`src/rtl/keypad_pkg.sv`:
```
// keypad_pkg: shared definitions for the 4x4 keypad emulator.
//   - key_code encodings (digits, A-D, '*', '#')
//   - FSM state type
//   - key_decode(): key_code -> {row, col} position in the matrix,
//     usable by the scanner decode and by benches
//   - row_onehot(): row index -> active-high row sense pattern
//   - cnt_width(): counter width able to hold 0..limit
package keypad_pkg;

    localparam logic [3:0] KEY_0    = 4'h0;
    localparam logic [3:0] KEY_1    = 4'h1;
    localparam logic [3:0] KEY_2    = 4'h2;
    localparam logic [3:0] KEY_3    = 4'h3;
    localparam logic [3:0] KEY_4    = 4'h4;
    localparam logic [3:0] KEY_5    = 4'h5;
    localparam logic [3:0] KEY_6    = 4'h6;
    localparam logic [3:0] KEY_7    = 4'h7;
    localparam logic [3:0] KEY_8    = 4'h8;
    localparam logic [3:0] KEY_9    = 4'h9;
    localparam logic [3:0] KEY_A    = 4'hA;
    localparam logic [3:0] KEY_B    = 4'hB;
    localparam logic [3:0] KEY_C    = 4'hC;
    localparam logic [3:0] KEY_D    = 4'hD;
    localparam logic [3:0] KEY_STAR = 4'hE;
    localparam logic [3:0] KEY_HASH = 4'hF;

    typedef enum logic [1:0] {
        ST_IDLE   = 2'd0,
        ST_BOUNCE = 2'd1,
        ST_PRESS  = 2'd2,
        ST_GAP    = 2'd3
    } state_t;

    typedef struct packed {
        logic [1:0] row;
        logic [1:0] col;
    } key_pos_t;

    // Layout:  row0 = 1 2 3 A | row1 = 4 5 6 B | row2 = 7 8 9 C | row3 = * 0 # D
    function automatic key_pos_t key_decode(input logic [3:0] code);
        key_pos_t p;
        p = {2'd0, 2'd0};
        case (code)
            KEY_1:    p = {2'd0, 2'd0};
            KEY_2:    p = {2'd0, 2'd1};
            KEY_3:    p = {2'd0, 2'd2};
            KEY_A:    p = {2'd0, 2'd3};
            KEY_4:    p = {2'd1, 2'd0};
            KEY_5:    p = {2'd1, 2'd1};
            KEY_6:    p = {2'd1, 2'd2};
            KEY_B:    p = {2'd1, 2'd3};
            KEY_7:    p = {2'd2, 2'd0};
            KEY_8:    p = {2'd2, 2'd1};
            KEY_9:    p = {2'd2, 2'd2};
            KEY_C:    p = {2'd2, 2'd3};
            KEY_STAR: p = {2'd3, 2'd0};
            KEY_0:    p = {2'd3, 2'd1};
            KEY_HASH: p = {2'd3, 2'd2};
            KEY_D:    p = {2'd3, 2'd3};
            default:  p = {2'd0, 2'd0};
        endcase
        return p;
    endfunction

    function automatic logic [3:0] row_onehot(input logic [1:0] row);
        return 4'b0001 << row;
    endfunction

    function automatic int unsigned cnt_width(input int unsigned limit);
        return (limit == 0) ? 1 : $clog2(limit + 1);
    endfunction

endpackage

```
`src/rtl/keypad_emulator_sat_counter.sv`:
```
// sat_counter: saturating up-counter with synchronous clear.
//   clk    in  : system clock
//   rst_in in  : synchronous active-high reset (count -> 0)
//   clr    in  : synchronous clear (priority over en)
//   en     in  : count one step
//   term   out : high when the enabled step reaches (or is already at) LIMIT
// The count stops at LIMIT and never wraps.
module sat_counter #(
    parameter int unsigned WIDTH = 4,
    parameter int unsigned LIMIT = 15
) (
    input  logic clk,
    input  logic rst_in,
    input  logic clr,
    input  logic en,
    output logic term
);

    localparam logic [WIDTH:0] LIM = (WIDTH + 1)'(LIMIT);

    logic [WIDTH-1:0] count;
    logic [WIDTH:0]   count_inc;

    assign count_inc = {1'b0, count} + (WIDTH + 1)'(1);

    // Flag is looked at together with en so the step that completes the
    // count is the one that triggers the owner's state change.
    assign term = en && (count_inc >= LIM);

    always_ff @(posedge clk) begin
        if (rst_in || clr) begin
            count <= '0;
        end else if (en && ({1'b0, count} < LIM)) begin
            count <= count_inc[WIDTH-1:0];
        end
    end

endmodule

```
`src/rtl/keypad_emulator.sv`:
```
// keypad_emulator: responder end of a 4x4 column-scan / row-sense keypad.
// Accepts a key code over valid/ready, then answers the scanner's column
// drive on the row lines with contact bounce, a hold of HOLD_SCANS full
// sweeps, and a release gap before signalling done.
//   clk       in  : system clock
//   rst_in    in  : synchronous active-high reset
//   col[3:0]  in  : column drive from scanner, active-high
//   key_code  in  : key to press (0-9, A-D, E='*', F='#')
//   key_valid in  : request present
//   key_ready out : high only in IDLE
//   fil[3:0]  out : row sense, registered, active-high
//   busy      out : high outside IDLE
//   done      out : one-cycle pulse after the release gap
module keypad_emulator
    import keypad_pkg::*;
#(
    parameter int unsigned HOLD_SCANS    = 4,
    parameter int unsigned BOUNCE_CYCLES = 8,
    parameter int unsigned GAP_CYCLES    = 16
) (
    input  logic       clk,
    input  logic       rst_in,
    input  logic [3:0] col,
    input  logic [3:0] key_code,
    input  logic       key_valid,
    output logic       key_ready,
    output logic [3:0] fil,
    output logic       busy,
    output logic       done
);

    localparam int unsigned BW = cnt_width(BOUNCE_CYCLES);
    localparam int unsigned HW = cnt_width(HOLD_SCANS);
    localparam int unsigned GW = cnt_width(GAP_CYCLES);

    state_t     state, state_next;
    logic [3:0] fil_next;
    logic       done_next;
    logic       load;

    logic [1:0] row_q, col_q;
    logic       toggle;
    logic       col0_q;
    key_pos_t   pos;

    logic       hit, rise;
    logic       b_clr, b_en, b_term;
    logic       s_clr, s_en, s_term;
    logic       g_clr, g_en, g_term;

    assign pos       = key_decode(key_code);
    assign hit       = col[col_q];
    assign rise      = col[0] & ~col0_q;
    assign key_ready = (state == ST_IDLE);
    assign busy      = (state != ST_IDLE);

    sat_counter #(.WIDTH(BW), .LIMIT(BOUNCE_CYCLES)) u_bounce_cnt (
        .clk    (clk),
        .rst_in (rst_in),
        .clr    (b_clr),
        .en     (b_en),
        .term   (b_term)
    );

    sat_counter #(.WIDTH(HW), .LIMIT(HOLD_SCANS)) u_sweep_cnt (
        .clk    (clk),
        .rst_in (rst_in),
        .clr    (s_clr),
        .en     (s_en),
        .term   (s_term)
    );

    sat_counter #(.WIDTH(GW), .LIMIT(GAP_CYCLES)) u_gap_cnt (
        .clk    (clk),
        .rst_in (rst_in),
        .clr    (g_clr),
        .en     (g_en),
        .term   (g_term)
    );

    always_ff @(posedge clk) begin
        if (rst_in) begin
            state <= ST_IDLE;
        end else begin
            state <= state_next;
        end
    end

    always_ff @(posedge clk) begin
        if (rst_in) begin
            fil    <= '0;
            done   <= 1'b0;
            row_q  <= '0;
            col_q  <= '0;
            toggle <= 1'b1;
            col0_q <= 1'b0;
        end else begin
            fil    <= fil_next;
            done   <= done_next;
            col0_q <= col[0];
            // Re-armed to 1 outside BOUNCE so each bounce phase opens closed.
            toggle <= (state == ST_BOUNCE) ? ~toggle : 1'b1;
            if (load) begin
                row_q <= pos.row;
                col_q <= pos.col;
            end
        end
    end

    // Each counter is held clear outside its own state, so entry always
    // starts from zero.
    always_comb begin
        state_next = state;
        fil_next   = '0;
        done_next  = 1'b0;
        load       = 1'b0;
        b_clr      = 1'b1;
        b_en       = 1'b0;
        s_clr      = 1'b1;
        s_en       = 1'b0;
        g_clr      = 1'b1;
        g_en       = 1'b0;
        case (state)
            ST_IDLE: begin
                if (key_valid) begin
                    load       = 1'b1;
                    state_next = (BOUNCE_CYCLES == 0) ? ST_PRESS : ST_BOUNCE;
                end
            end
            ST_BOUNCE: begin
                b_clr = 1'b0;
                b_en  = 1'b1;
                if (hit && toggle) begin
                    fil_next = row_onehot(row_q);
                end
                if (b_term) begin
                    state_next = ST_PRESS;
                end
            end
            ST_PRESS: begin
                s_clr = 1'b0;
                s_en  = rise;
                if (hit) begin
                    fil_next = row_onehot(row_q);
                end
                if (s_term) begin
                    state_next = ST_GAP;
                end
            end
            ST_GAP: begin
                g_clr = 1'b0;
                g_en  = 1'b1;
                if (g_term) begin
                    done_next  = 1'b1;
                    state_next = ST_IDLE;
                end
            end
            default: state_next = ST_IDLE;
        endcase
    end

endmodule
```
`config.mk`:
```
export PLATFORM = sky130hd
export DESIGN_NAME = keypad_emulator
export DESIGN_NICKNAME = d
export VERILOG_FILES = /design/src/rtl/keypad_pkg.sv /design/src/rtl/keypad_emulator_sat_counter.sv /design/src/rtl/keypad_emulator.sv
export SDC_FILE = /design/constraint.sdc
export NUM_CORES = 1
export LEC_CHECK = 0
export CAP_MARGIN = 40
export CORE_MARGIN = 10
export CORE_UTILIZATION = 52
export CTS_CLUSTER_SIZE = 20
export DETAILED_ROUTE_END_ITERATION = 7
export PLACE_DENSITY = 0.73
export REMOVE_ABC_BUFFERS = 1
export SYNTH_ARGS = -nofsm -noshare
export SYNTH_HDL_FRONTEND = slang
export SYNTH_SLANG_ARGS = --single-unit
```
`constraint.sdc`:
```
create_clock -name clk -period 1.5 [get_ports clk]
set_input_delay 0.15 -clock clk [delete_from_list [all_inputs] [get_ports clk]]
set_output_delay 0.15 -clock clk [all_outputs]
set_load 0.02 [all_outputs]
```
# --- Word-level counts from Yosys, hierarchy flattened ---
# Memories as Yosys holds them, arrays and structs flattened. A register that Yosys moved wholly into a read port is not among the register bits.
# Cells that the tools add are included.
totals:
  mem_bits_ro: 64
  memories: 1
  ff_bits: 21
  input_bits: 11
  elab_cells: 66
op_classes:
  reduce_logical: 15
  bitwise: 5
  n_mux: 19
  shifts: 1
  magnitude_cmp: 7
  add_sub_neg: 3
  eq_ne: 7
mem_list:
  columns: ["name", "words", "width", "rd", "rd_clocked_by_memory_dff", "wr", "line", "source"]
  rows:
  - ["(name not given)", 16, 4, 1, 1, 0, "keypad_pkg.sv:43", "case (code)"]
op_table:
  columns: ["op", "count"]
  rows:
  - ["1-bit two-way mux", 10]
  - ["2-bit two-way mux", 4]
  - ["4-bit two-way mux", 2]
  - ["2-bit inequality test (second input constant)", 4]
  - ["2-bit one-hot mux with 4 select lines", 1]
  - ["4-bit one-hot mux with 2 select lines", 1]
  - ["1-bit logical AND", 7]
  - ["5-bit by 1-bit adder with 6-bit output (second input constant)", 1]
  - ["6-bit by 5-bit greater-or-equal comparator with 1-bit output (second input constant)", 1]
  - ["4-bit by 1-bit adder with 5-bit output (second input constant)", 1]
  - ["5-bit by 4-bit greater-or-equal comparator with 1-bit output (second input constant)", 1]
  - ["5-bit less-than comparator (second input constant)", 1]
  - ["3-bit by 1-bit adder with 4-bit output (second input constant)", 1]
  - ["2-bit equality test (second input constant)", 2]
  - ["4-bit by 3-bit greater-or-equal comparator with 1-bit output (second input constant)", 1]
  - ["4-bit less-than comparator (second input constant)", 1]
  - ["1-bit inverter", 4]
  - ["4-bit AND reduction", 1]
  - ["2-bit OR reduction", 2]
  - ["1-bit by 2-bit << shifter with 4-bit output (first input constant)", 1]
  - ["1-bit logical OR", 3]
  - ["2-bit by 3-bit less-than comparator with 1-bit output (second input constant)", 1]
  - ["3-bit less-than comparator (second input constant)", 1]
  - ["1-bit binary-select mux with 2-bit select", 1]
  - ["4 further kinds", 4]

# --- Depth between registers and ports, before layout ---
depth:
  depth_word: 6
  mapped_depth: 7
  depth_no_buf: 7

# --- Cells and area by module ---
# From an unflattened synthesis, not the netlist that was laid out.
hier_totals:
  hier_cells: 138
  area_unflattened_um2: 1300.0
modules_own_cells:
  columns: ["mod", "seq_area_each_um2", "area_per_inst_um2", "cells_per_inst", "instances"]
  rows:
  - ["keypad_emulator", 260.2, 718.2, 79, 1]
  - ["sat_counter at u_gap_cnt", 100.1, 241.5, 25, 1]
  - ["sat_counter at u_bounce_cnt", 80.1, 200.2, 20, 1]
  - ["sat_counter at u_sweep_cnt", 60.1, 140.1, 14, 1]

# --- Worst setup path before layout ---
# Ideal clock, no wire load.
synth_path:
  kind: "register -> register"
  start: "register state[0]"
  end: "register state[1]"
  synth_period_minus_slack_ns: 1.511
  stages_incl_launch_ff: 7
  slack_ns: -0.011
  t_arrival_ns: 1.439
  path_buffers: 0
  t_required_ns: 1.428
  setup_time_ns: 0.072
  cell_sequence: "dfxtp_1 inv_1 ha_1 inv_1 a2bb2oi_2 and3_4 mux2i_1"
synth_via:
  word_cells_on_any_way: 16
synth_lines:
  columns: ["element", "line", "source"]
  rows:
  - ["start, declared", "keypad_emulator.sv:36", "state_t state, state_next;"]
  - ["start signal, assigned", "keypad_emulator.sv:85", "state <= state_next;"]
  - ["2-bit zero test *", null, null]
  - ["net key_ready", "keypad_emulator.sv:26", "output logic key_ready,"]
  - ["2-bit inequality test (no source line)", null, null]
  - ["4-bit AND reduction (no source line)", null, null]
# The timed path passes the listed nets; every way through them passes the cells marked *.
# A chain may end at the register's enable or synchronous reset.

# --- Final worst setup path ---
layout_path:
  start: "register state[1]"
  end: "register fil[0]"
layout_via:
  elab_chain_len: 2
  word_cells_on_any_way: 3
layout_rtl:
  columns: ["element", "line", "source"]
  rows:
  - ["2-bit equality test / 2-bit by 1-bit equality test with 1-bit output (equally long branches)", "keypad_emulator.sv:123", "case (state)"]
  - ["4-bit one-hot mux with 2 select lines *", "keypad_emulator.sv:123", null]
  - ["end signal, assigned", "keypad_emulator.sv:98", "fil <= fil_next;"]
  - ["end, declared", "keypad_emulator.sv:27", "output logic [3:0] fil,"]
# Every way passes the cells marked *; elsewhere a longest branch is shown, timed or not.

==> impl_metrics.json <==
{
  "worst_pin_slew_ps": 272,
  "p_seq_frac": 0.408,
  "postSynthAreaPerCell_sq_um": 9.40,
  "vdd.ir_drop.worst_uv": 890,
  "synth_adder_area_share": 0.0826,
  "drive_gt1_frac": 0.233,
  "first_global_vias": 959,
  "most_frequent_cell_after_synthesis": "sky130_fd_sc_hd__dfxtp_1",
  "synth_top_cell_area_share": 0.413,
  "globalRoute.totalOverflow": 0,
  "synth.cell_area_sq_um": 1210,
  "synth-simple-area-share": 0.221,
  "worst_ep_arrival_time_ps": 1680,
  "fin_worst_hold_slack_ps": 425,
  "grt_antenna_before_repair": 0,
  "hold_viol_final": 0,
  "place.port_buffers": 17,
  "wire_length_of_the_first_global_routing_pass_um": 3970,
  "tritoncts": "done",
  "detail_route.vias_per_cell": 5.19,
  "clockRootBuffer": "sky130_fd_sc_hd__clkbuf_4",
  "i_o_pin_cnt": 18,
  "final_min_period_over_clock_period": 0.954,
  "drt_drc_violations_left": 0,
  "final_area_sq_um": 1580,
  "drt_pre_antenna_iters": 4,
  "start_util": 0.548,
  "core_region_area_sq_um": 2210,
  "synth.mux.area_fraction": 0.0516,
  "setup_viol": 0,
  "globalplace.congestion": 0.720,
  "drv.max_cap_violation_count": 0,
  "synth_area_leader_cell": "sky130_fd_sc_hd__dfxtp_1",
  "fin_ws_ps": 68.4,
  "clk_path_buf_depth": 2,
  "share_of_synthesized_area_occupied_by_flip_flops_and_latches": 0.413,
  "critPathMaxFanout": 3,
  "preCtsSetupSlack_ps": -84.8,
  "number_of_flops_mapped_to_enable_cells_by_yosys": 0,
  "fin_setup_tns_ps": 0,
  "switching_share": 0.337,
  "clock_insertion_delay_worst_skew_ps": 310,
  "cts_inserted_buffers": 3,
  "p_int_mw": 1.34,
  "yosys-top-cells-area": "sky130_fd_sc_hd__dfxtp_1 41%, sky130_fd_sc_hd__ha_1 8.3%, sky130_fd_sc_hd__nor2_1 5.6%",
  "combinationalPowerShare": 0.452,
  "rows": 17,
  "floorplan.die.height_um": 68.3,
  "startpoint_of_the_worst_register_to_register_path": "state[1]",
  "antenna_violating_nets_post_route": 0,
  "largest_net_degree_at_the_start_of_global_routing": 14,
  "detailedPlacementHpwl_um": 1910,
  "clock_power_share": 0.140,
  "timing.setup.critical_path_class": "register to register",
  "finalCriticalPeriod_ps": 1430,
  "die_area_sq_um": 4660,
  "fmax_mhz": 699,
  "worstPathRequired_ps": 1740,
  "p_total_mw": 2.02,
  "ys_dominant_reg_cell": "sky130_fd_sc_hd__dfxtp_1",
  "route.final.wire_length_um": 2320,
  "synth-async-reset-ratio": 0,
  "die_width_um": 68.3,
  "timing.hold.worst.class": "register to register",
  "cts-hold-fix-buffers": 0,
  "synth_xor_xnor_area_share": 0.0433,
  "crit_path_start": "state[1]",
  "globalRouteTotalUtil": 0.112,
  "routedWlPerCell_um": 12.4,
  "route.vias.total": 971,
  "cts-htree-levels": 1,
  "combinational_family_with_the_most_area_after_synthesis": "simple AND/OR/NAND/NOR gates",
  "synthCells": 129,
  "yosysWarnings": 0,
  "power_leakage_nw": 0.615,
  "synth_commonest_cells": "25 x sky130_fd_sc_hd__dfxtp_1, 18 x sky130_fd_sc_hd__nor2_1, 9 x sky130_fd_sc_hd__a21oi_1",
  "power.density_cell_area_nw_per_um2": 1280,
  "power.net_switching_mw": 0.681,
  "grt_setup_unrepaired": "yes",
  "area.growth.synth_to_final_pct": 29.9,
  "final_max_slew_viol_count": 0,
  "clkSinkCount": 25,
  "clock-skew-final_ps": 2.67,
  "cp-start-kind": "register",
  "finalNetCount": 179,
  "timing.critical_path.to_type": "register",
  "synth_compound_area_frac": 0.152,
  "cts.reportedPaths.clkPinSlew_ps": 120,
  "ys_seq_elements": 25,
  "drt-initial-drc-count": 43,
  "insertedDiodeCount": 0,
  "timing.hold.worst.start": "toggle",
  "synth.distinct_cells": 38,
  "detailed_place.area_sq_um": 1490,
  "worst_slew_margin_rel": 0.818,
  "status": "complete, no violations",
  "filler_cells": 179
}
[flip-flops by register name, summed over array words and instances, names as in the netlist, 2 cells and up]
| signal | count |
|---|---|
| col_q | 2 |
| u_bounce_cnt.count | 4 |
| row_q | 2 |
| fil | 4 |
| state | 2 |
| u_gap_cnt.count | 5 |
| u_sweep_cnt.count | 3 |
[layout make-up]
| type | count | area (sq um) | share of cell area |
|---|---|---|---|
| multi-input combinational | 94 | 713 | 0.453 |
| clock buffer | 4 | 26.3 | 0.0167 |
| sequential | 25 | 507 | 0.322 |
| inverter | 6 | 25.0 | 0.0159 |
| tap | 28 | 35.0 | 0.0222 |
| timing repair buffer | 30 | 269 | 0.171 |
[cells by family (layout without fill, tap and decap cells)]
| logic type | after synthesis | in the layout |
|---|---|---|
| AND/OR/NAND/NOR | 49 | 49 |
| AO/OA/AOI/OAI | 26 | 26 |
| flip-flops | 25 | 25 |
| buffers and inverters | 10 | 40 |
| adder cells (fa/ha/maj) | 8 | 8 |
| XOR/XNOR | 6 | 6 |
| multiplexers | 5 | 5 |
[worst max-delay path, stage by stage (launching register included)]
cell and delay [ps]:
sky130_fd_sc_hd__dfxtp_2 380, sky130_fd_sc_hd__inv_4 50, sky130_fd_sc_hd__ha_4 240, sky130_fd_sc_hd__or2b_1 260, sky130_fd_sc_hd__nor3b_4 240, sky130_fd_sc_hd__nor3b_2 200
[timing repair]
item	4_1_cts	5_1_grt
pin swaps	1	6
setup endpoints to repair	4	9
gates cloned	0	0
setup buffers	0	1
resized for setup	6	16
[metal layers]
| layer | share of wire | global-route usage |
|---|---|---|
| met2 | 0.48 | 0.197 |
| met1 | 0.45 | 0.113 |
| met3 | 0.056 | 0.0457 |
| met4 | 0.011 | 0.0528 |
| met5 | 0 | 0 |
[power groups by stage]
stage          Sequential (mW)  Combinational (mW)  Clock (mW)
4_1_cts                  0.810               0.811       0.299
3_5_place_dp             0.819               0.826           0
3_3_place_gp             0.817               0.807           0
6_report                 0.825               0.912       0.283
5_1_grt                  0.837                1.02       0.333
2_1_floorplan            0.822               0.506           0
[layout by cell type, fill, tap and decap left out, types with 2 or more instances in the layout]
master                            instances
sky130_fd_sc_hd__o21ai_0                  2
sky130_fd_sc_hd__a31oi_1                  3
sky130_fd_sc_hd__nor2b_1                  6
sky130_fd_sc_hd__mux2i_1                  4
sky130_fd_sc_hd__ha_4                     2
sky130_fd_sc_hd__and2_1                   2
sky130_fd_sc_hd__dfxtp_2                  5
sky130_fd_sc_hd__o221ai_1                 2
sky130_fd_sc_hd__buf_4                   13
sky130_fd_sc_hd__inv_1                    4
sky130_fd_sc_hd__a21oi_1                  9
sky130_fd_sc_hd__ha_1                     5
sky130_fd_sc_hd__nand2b_1                 4
sky130_fd_sc_hd__clkbuf_4                 3
sky130_fd_sc_hd__nor2_1                  18
sky130_fd_sc_hd__nand2_1                  5
sky130_fd_sc_hd__dfxtp_1                 20
sky130_fd_sc_hd__o211ai_1                 3
sky130_fd_sc_hd__xor2_1                   3
sky130_fd_sc_hd__xnor2_1                  3
sky130_fd_sc_hd__clkdlybuf4s50_1         15
sky130_fd_sc_hd__nor3b_2                  2
[per-stage QoR]
step	instances	utilization
after floorplan	125	-
after global placement	182	0.671
after detailed placement	182	0.671
after CTS	186	0.686
after global routing	187	0.712
final	187	0.712
[path summary, 6_finish.rpt]
kind / to / cells past startpoint / slack (ps)
setup / recovery: fil[0] / 5 / 70
hold / removal: toggle / 1 / 430
setup reg to reg: fil[0] / 5 / 70
hold reg to reg: toggle / 1 / 430
Power figures use the tool's default switching activity.
==> patch 1: new RTL, same settings <==
`BOUNCE_CYCLES`: 8 -> 7.
--- a/src/rtl/keypad_emulator.sv
+++ b/src/rtl/keypad_emulator.sv
@@ -17,3 +17,3 @@
     parameter int unsigned HOLD_SCANS    = 4,
-    parameter int unsigned BOUNCE_CYCLES = 8,
+    parameter int unsigned BOUNCE_CYCLES = 7,
     parameter int unsigned GAP_CYCLES    = 16
Formal check against the unedited RTL: not equivalent (a bounded check fails within 10 cycles, from zero or initial values and one cycle with rst_in high).
==> patch 1 against the unedited design <==
The run now ends with setup timing left; fmax fell by 5.9%; total power down 14%; worst hold slack improved by 0.0057 ns; cell area fell by 7.0%; synthesized area shrank 7.0%; wire length decreased by 3.1%; via count decreased by 1.5%; worst setup slack got worse by 0.090 ns; sequential cell count fell by 1; largest cell class unchanged; highest routed layer unchanged.
==> patch 1: results (changes against the unedited design) <==
| Metric | Value |
|---|---|
| Vias per inst | 5.31 (was 5.19) |
| Multi-input combinational area share | 44.2% (was 45.3%) |
| Peak supply drop | 1.05 mV (was 0.890 mV) |
| Final setup TNS | -0.0261 ns (was 0 ns) |
| Final Setup Violations | 2 (was 0) |
| Pleak | 0.595 nW (was 0.615 nW) |
| CP max FO | 2 (was 3) |
| Crit path from | u_sweep_cnt.count[0] (was state[1]) |
| Sequential cells | 24 (was 25) |
| Buffers, non-clock | 28 (was 30) |
| DP HPWL | 1800 µm (was 1910 µm) |
| Comb pwr share | 37.3% (was 45.2%) |
| Critical Path End | state[1] (was fil[0]) |
| Hold WS | 0.431 ns (was 0.425 ns) |
| Count of cell types in the netlist | 30 (was 38) |
| Sequential Power | 759 µW (was 825 µW) |
| DRT iter0 DRCs | 37 (was 43) |
| Seq area share | 33.0% (was 32.2%) |
| Worst path max stage delay | 0.36 ns (was 0.38 ns) |
| Mapped Cells | 124 (was 129) |
| Comb_multi_in | 91 (was 94) |
| Layout cell share with drive strength beyond 1 | 15.7% (was 23.3%) |
| Post-Layout Cell Count | 180 (was 187) |
| Final nets | 173 (was 179) |
| Buffering overhead | 16.6% (was 17.1%) |
| Crit-path leading delay family | compound AO/OA/AOI/OAI gates (was simple AND/OR/NAND/NOR gates) |
| Number of global-route vias before repair | 868 (was 959) |
| Switching Share | 33.5% (was 33.7%) |
| Clock network share of area | 2.48% (was 1.67%) |
| PwrDens | 1190 nW/µm² (was 1280 nW/µm²) |
| Synth cell count leaders | dfxtp_1, nor2_1, nand2_1 (was dfxtp_1, nor2_1, a21oi_1) |
| Status | finished with violations (was completed) |
| R2r endpoint | state[1] (was fil[0]) |
| Pre-CTS setup slack | -0.171 ns (was -0.0848 ns) |
| Failing checks | setup timing |
| Util after Layout | 73.2% (was 71.2%) |
| Slew @ Worst Pin | 0.266 ns (was 0.272 ns) |
| Gp weighted congestion | 0.723 (was 0.720) |
| Biggest regs | u_gap_cnt.count x5, fil x4 (was u_gap_cnt.count x5, fil x4, u_bounce_cnt.count x4) |
| Total GRT Usage | 10.6% (was 11.2%) |
| Post-DP Area | 1400 µm² (was 1490 µm²) |
| Final WS setup | -0.0219 ns (was 0.0684 ns) |
| Fill cell count | 154 (was 179) |
| Post-synthesis sequential area ratio | 42.6% (was 41.3%) |
| Top cells by area, synth | dfxtp_1, ha_1, nor2_1 (unchanged) |
| Post-Route WL | 2250 µm (was 2320 µm) |
| CP Data Arrival Time | 1.77 ns (was 1.68 ns) |
| Skew final | 0.00238 ns (was 0.00267 ns) |
==> patch 1: per-layer routing <==
metal / up-vias / global-route usage [%] / wire, µm
met3: 4 / 2.84 / 95
met4: 0 / 5.50 / 40
met1: 442 / 14.1 / 1110
li1: 488 / - / -
met5: - / 0 / 0
met2: 22 / 14.9 / 1010
==> patch 1: cells by family after synthesis <==
kind of cell               count (synthesis)  share of synthesized area [%]
xor gates and xnor gates                   5                           3.89
buffers and inverters                      9                           3.00
adders and majority gates                  8                           8.88
AOI/OAI and AO/OA                         24                           14.3
muxes                                      6                           6.77
DFF                                       24                           42.6
and+or+nand+nor                           48                           20.5
==> patch 1: what timing repair did <==
action / CTS / global route
resized for setup: 9 / 6
buffers inserted: 0 / 0
hold buffers: 0 / 0
endpoints found under the hold margin: 0 / 0
pin swaps: 1 / 0
setup endpoints to repair: 5 / 4
==> patch 2: new RTL, same settings <==
Without the edit above. Re-encode `state_t` (4 states) as one-hot, 4 bits wide.
--- a/src/rtl/keypad_pkg.sv
+++ b/src/rtl/keypad_pkg.sv
@@ -26,7 +26,7 @@
 
-    typedef enum logic [1:0] {
-        ST_IDLE   = 2'd0,
-        ST_BOUNCE = 2'd1,
-        ST_PRESS  = 2'd2,
-        ST_GAP    = 2'd3
+    typedef enum logic [3:0] {
+        ST_IDLE   = 4'b0001,
+        ST_BOUNCE = 4'b0010,
+        ST_PRESS  = 4'b0100,
+        ST_GAP    = 4'b1000
     } state_t;
Function: no difference found for any inputs over 10 cycles, from zero or initial values and one cycle with rst_in high; not proved beyond that.
==> patch 2 against the unedited design <==
Worst setup slack better by 0.0056 ns; via count is 14% higher; critical path depth is 1 higher; core utilization is 4.5 points lower; wire length is 20% higher; cell count is 7.5% higher; critical path type unchanged; fmax is 0.39% higher; die area is 7.0% higher; synthesized area is 9.9% higher; clock skew is 0.0074 ns higher; count of clock-buffer cells in the layout is 1 lower; cell area is 4.0% higher; sequential cell count is 2 higher.
Power is not compared: it rests on default switching activity, and its combinational part moved more than twofold at a synthesized area within 25%.
==> patch 2: results (changes against the unedited design) <==
| Metric | Value |
|---|---|
| Clock network share of area | 1.68% (was 1.67%) |
| Post-placement cell count | 196 (was 182) |
| DRT iter0 DRCs | 58 (was 43) |
| Status | completed (unchanged) |
| Inverters | 7 (was 6) |
| Synth cell count leaders | dfxtp_1, nor2_1, nand2_1 (was dfxtp_1, nor2_1, a21oi_1) |
| Total GRT Usage | 10.5% (was 11.2%) |
| DR vias | 1107 (was 971) |
| Post-CTS Setup Bufs | 1 (was 0) |
| Gp weighted congestion | 0.755 (was 0.720) |
| Skew final | 0.0100 ns (was 0.00267 ns) |
| Reg2reg path depth | 6 (was 5) |
| Top cells by area, synth | dfxtp_1, nor2_1, ha_1 (was dfxtp_1, ha_1, nor2_1) |
| Comb_multi_in | 104 (was 94) |
| Post-Synth Adder-Cell Area | 3.76% (was 8.26%) |
| Clk slew on worst S/H paths | 0.14 ns (was 0.12 ns) |
| Count of cell types in the netlist | 44 (was 38) |
| Layout cell share with drive strength beyond 1 | 21.1% (was 23.3%) |
| Met1 usage | 11.9% (was 11.3%) |
| Fill cell count | 206 (was 179) |
| Multi-input gate area | 749 µm² (was 713 µm²) |
| CP max FO | 4 (was 3) |
| M1 WL | 1230 µm (was 1040 µm) |
| Worst path max stage delay | 0.36 ns (was 0.38 ns) |
| Final nets | 187 (was 179) |
| Post-synthesis mux area share | 5.54% (was 5.16%) |
| Post-synthesis xor/xnor area fraction | 4.60% (was 4.33%) |
| Worst r2r src | u_gap_cnt.count[1] (was state[1]) |
| Grt met2 use | 18.9% (was 19.7%) |
| Fraction of the mapped netlist area in compound gates | 15.5% (was 15.2%) |
| Number of gates resized after CTS | 8 (was 6) |
| Crit-path leading delay family | compound AO/OA/AOI/OAI gates (was simple AND/OR/NAND/NOR gates) |
| Slew @ Worst Pin | 0.353 ns (was 0.272 ns) |
==> patch 2: cell types whose count changed after synthesis, sizes merged, moves of 3 or more <==
cell	delta
a21oi	-4
ha	-4
nand2	+4
nor2	+4
nor3	+4
nor4b	+3
or3	+3
==> patch 2: where the power goes <==
part / total (mW) / switching [mW] / internal [mW]
registers: 0.752 / 0.0140 / 0.738
logic: 0.223 / 0.114 / 0.109
clock network: 0.302 / 0.202 / 0.0995
total: 1.28 / 0.330 / 0.947
==> patch 2: worst max-delay path by stage <==
stage,startpoint,end,slack [ns],cells past startpoint
2_1_floorplan,state[0],row_q[1],0.09,4
3_3_place_gp,state[1],key_ready,0.03,2
3_5_place_dp,key_code[0],col_q[1],-0.02,5
4_1_cts,state[2],key_ready,0.01,2
5_1_grt,u_gap_cnt.count[0],state[0],-0.04,5
6_report,u_gap_cnt.count[1],state[3],0.07,6
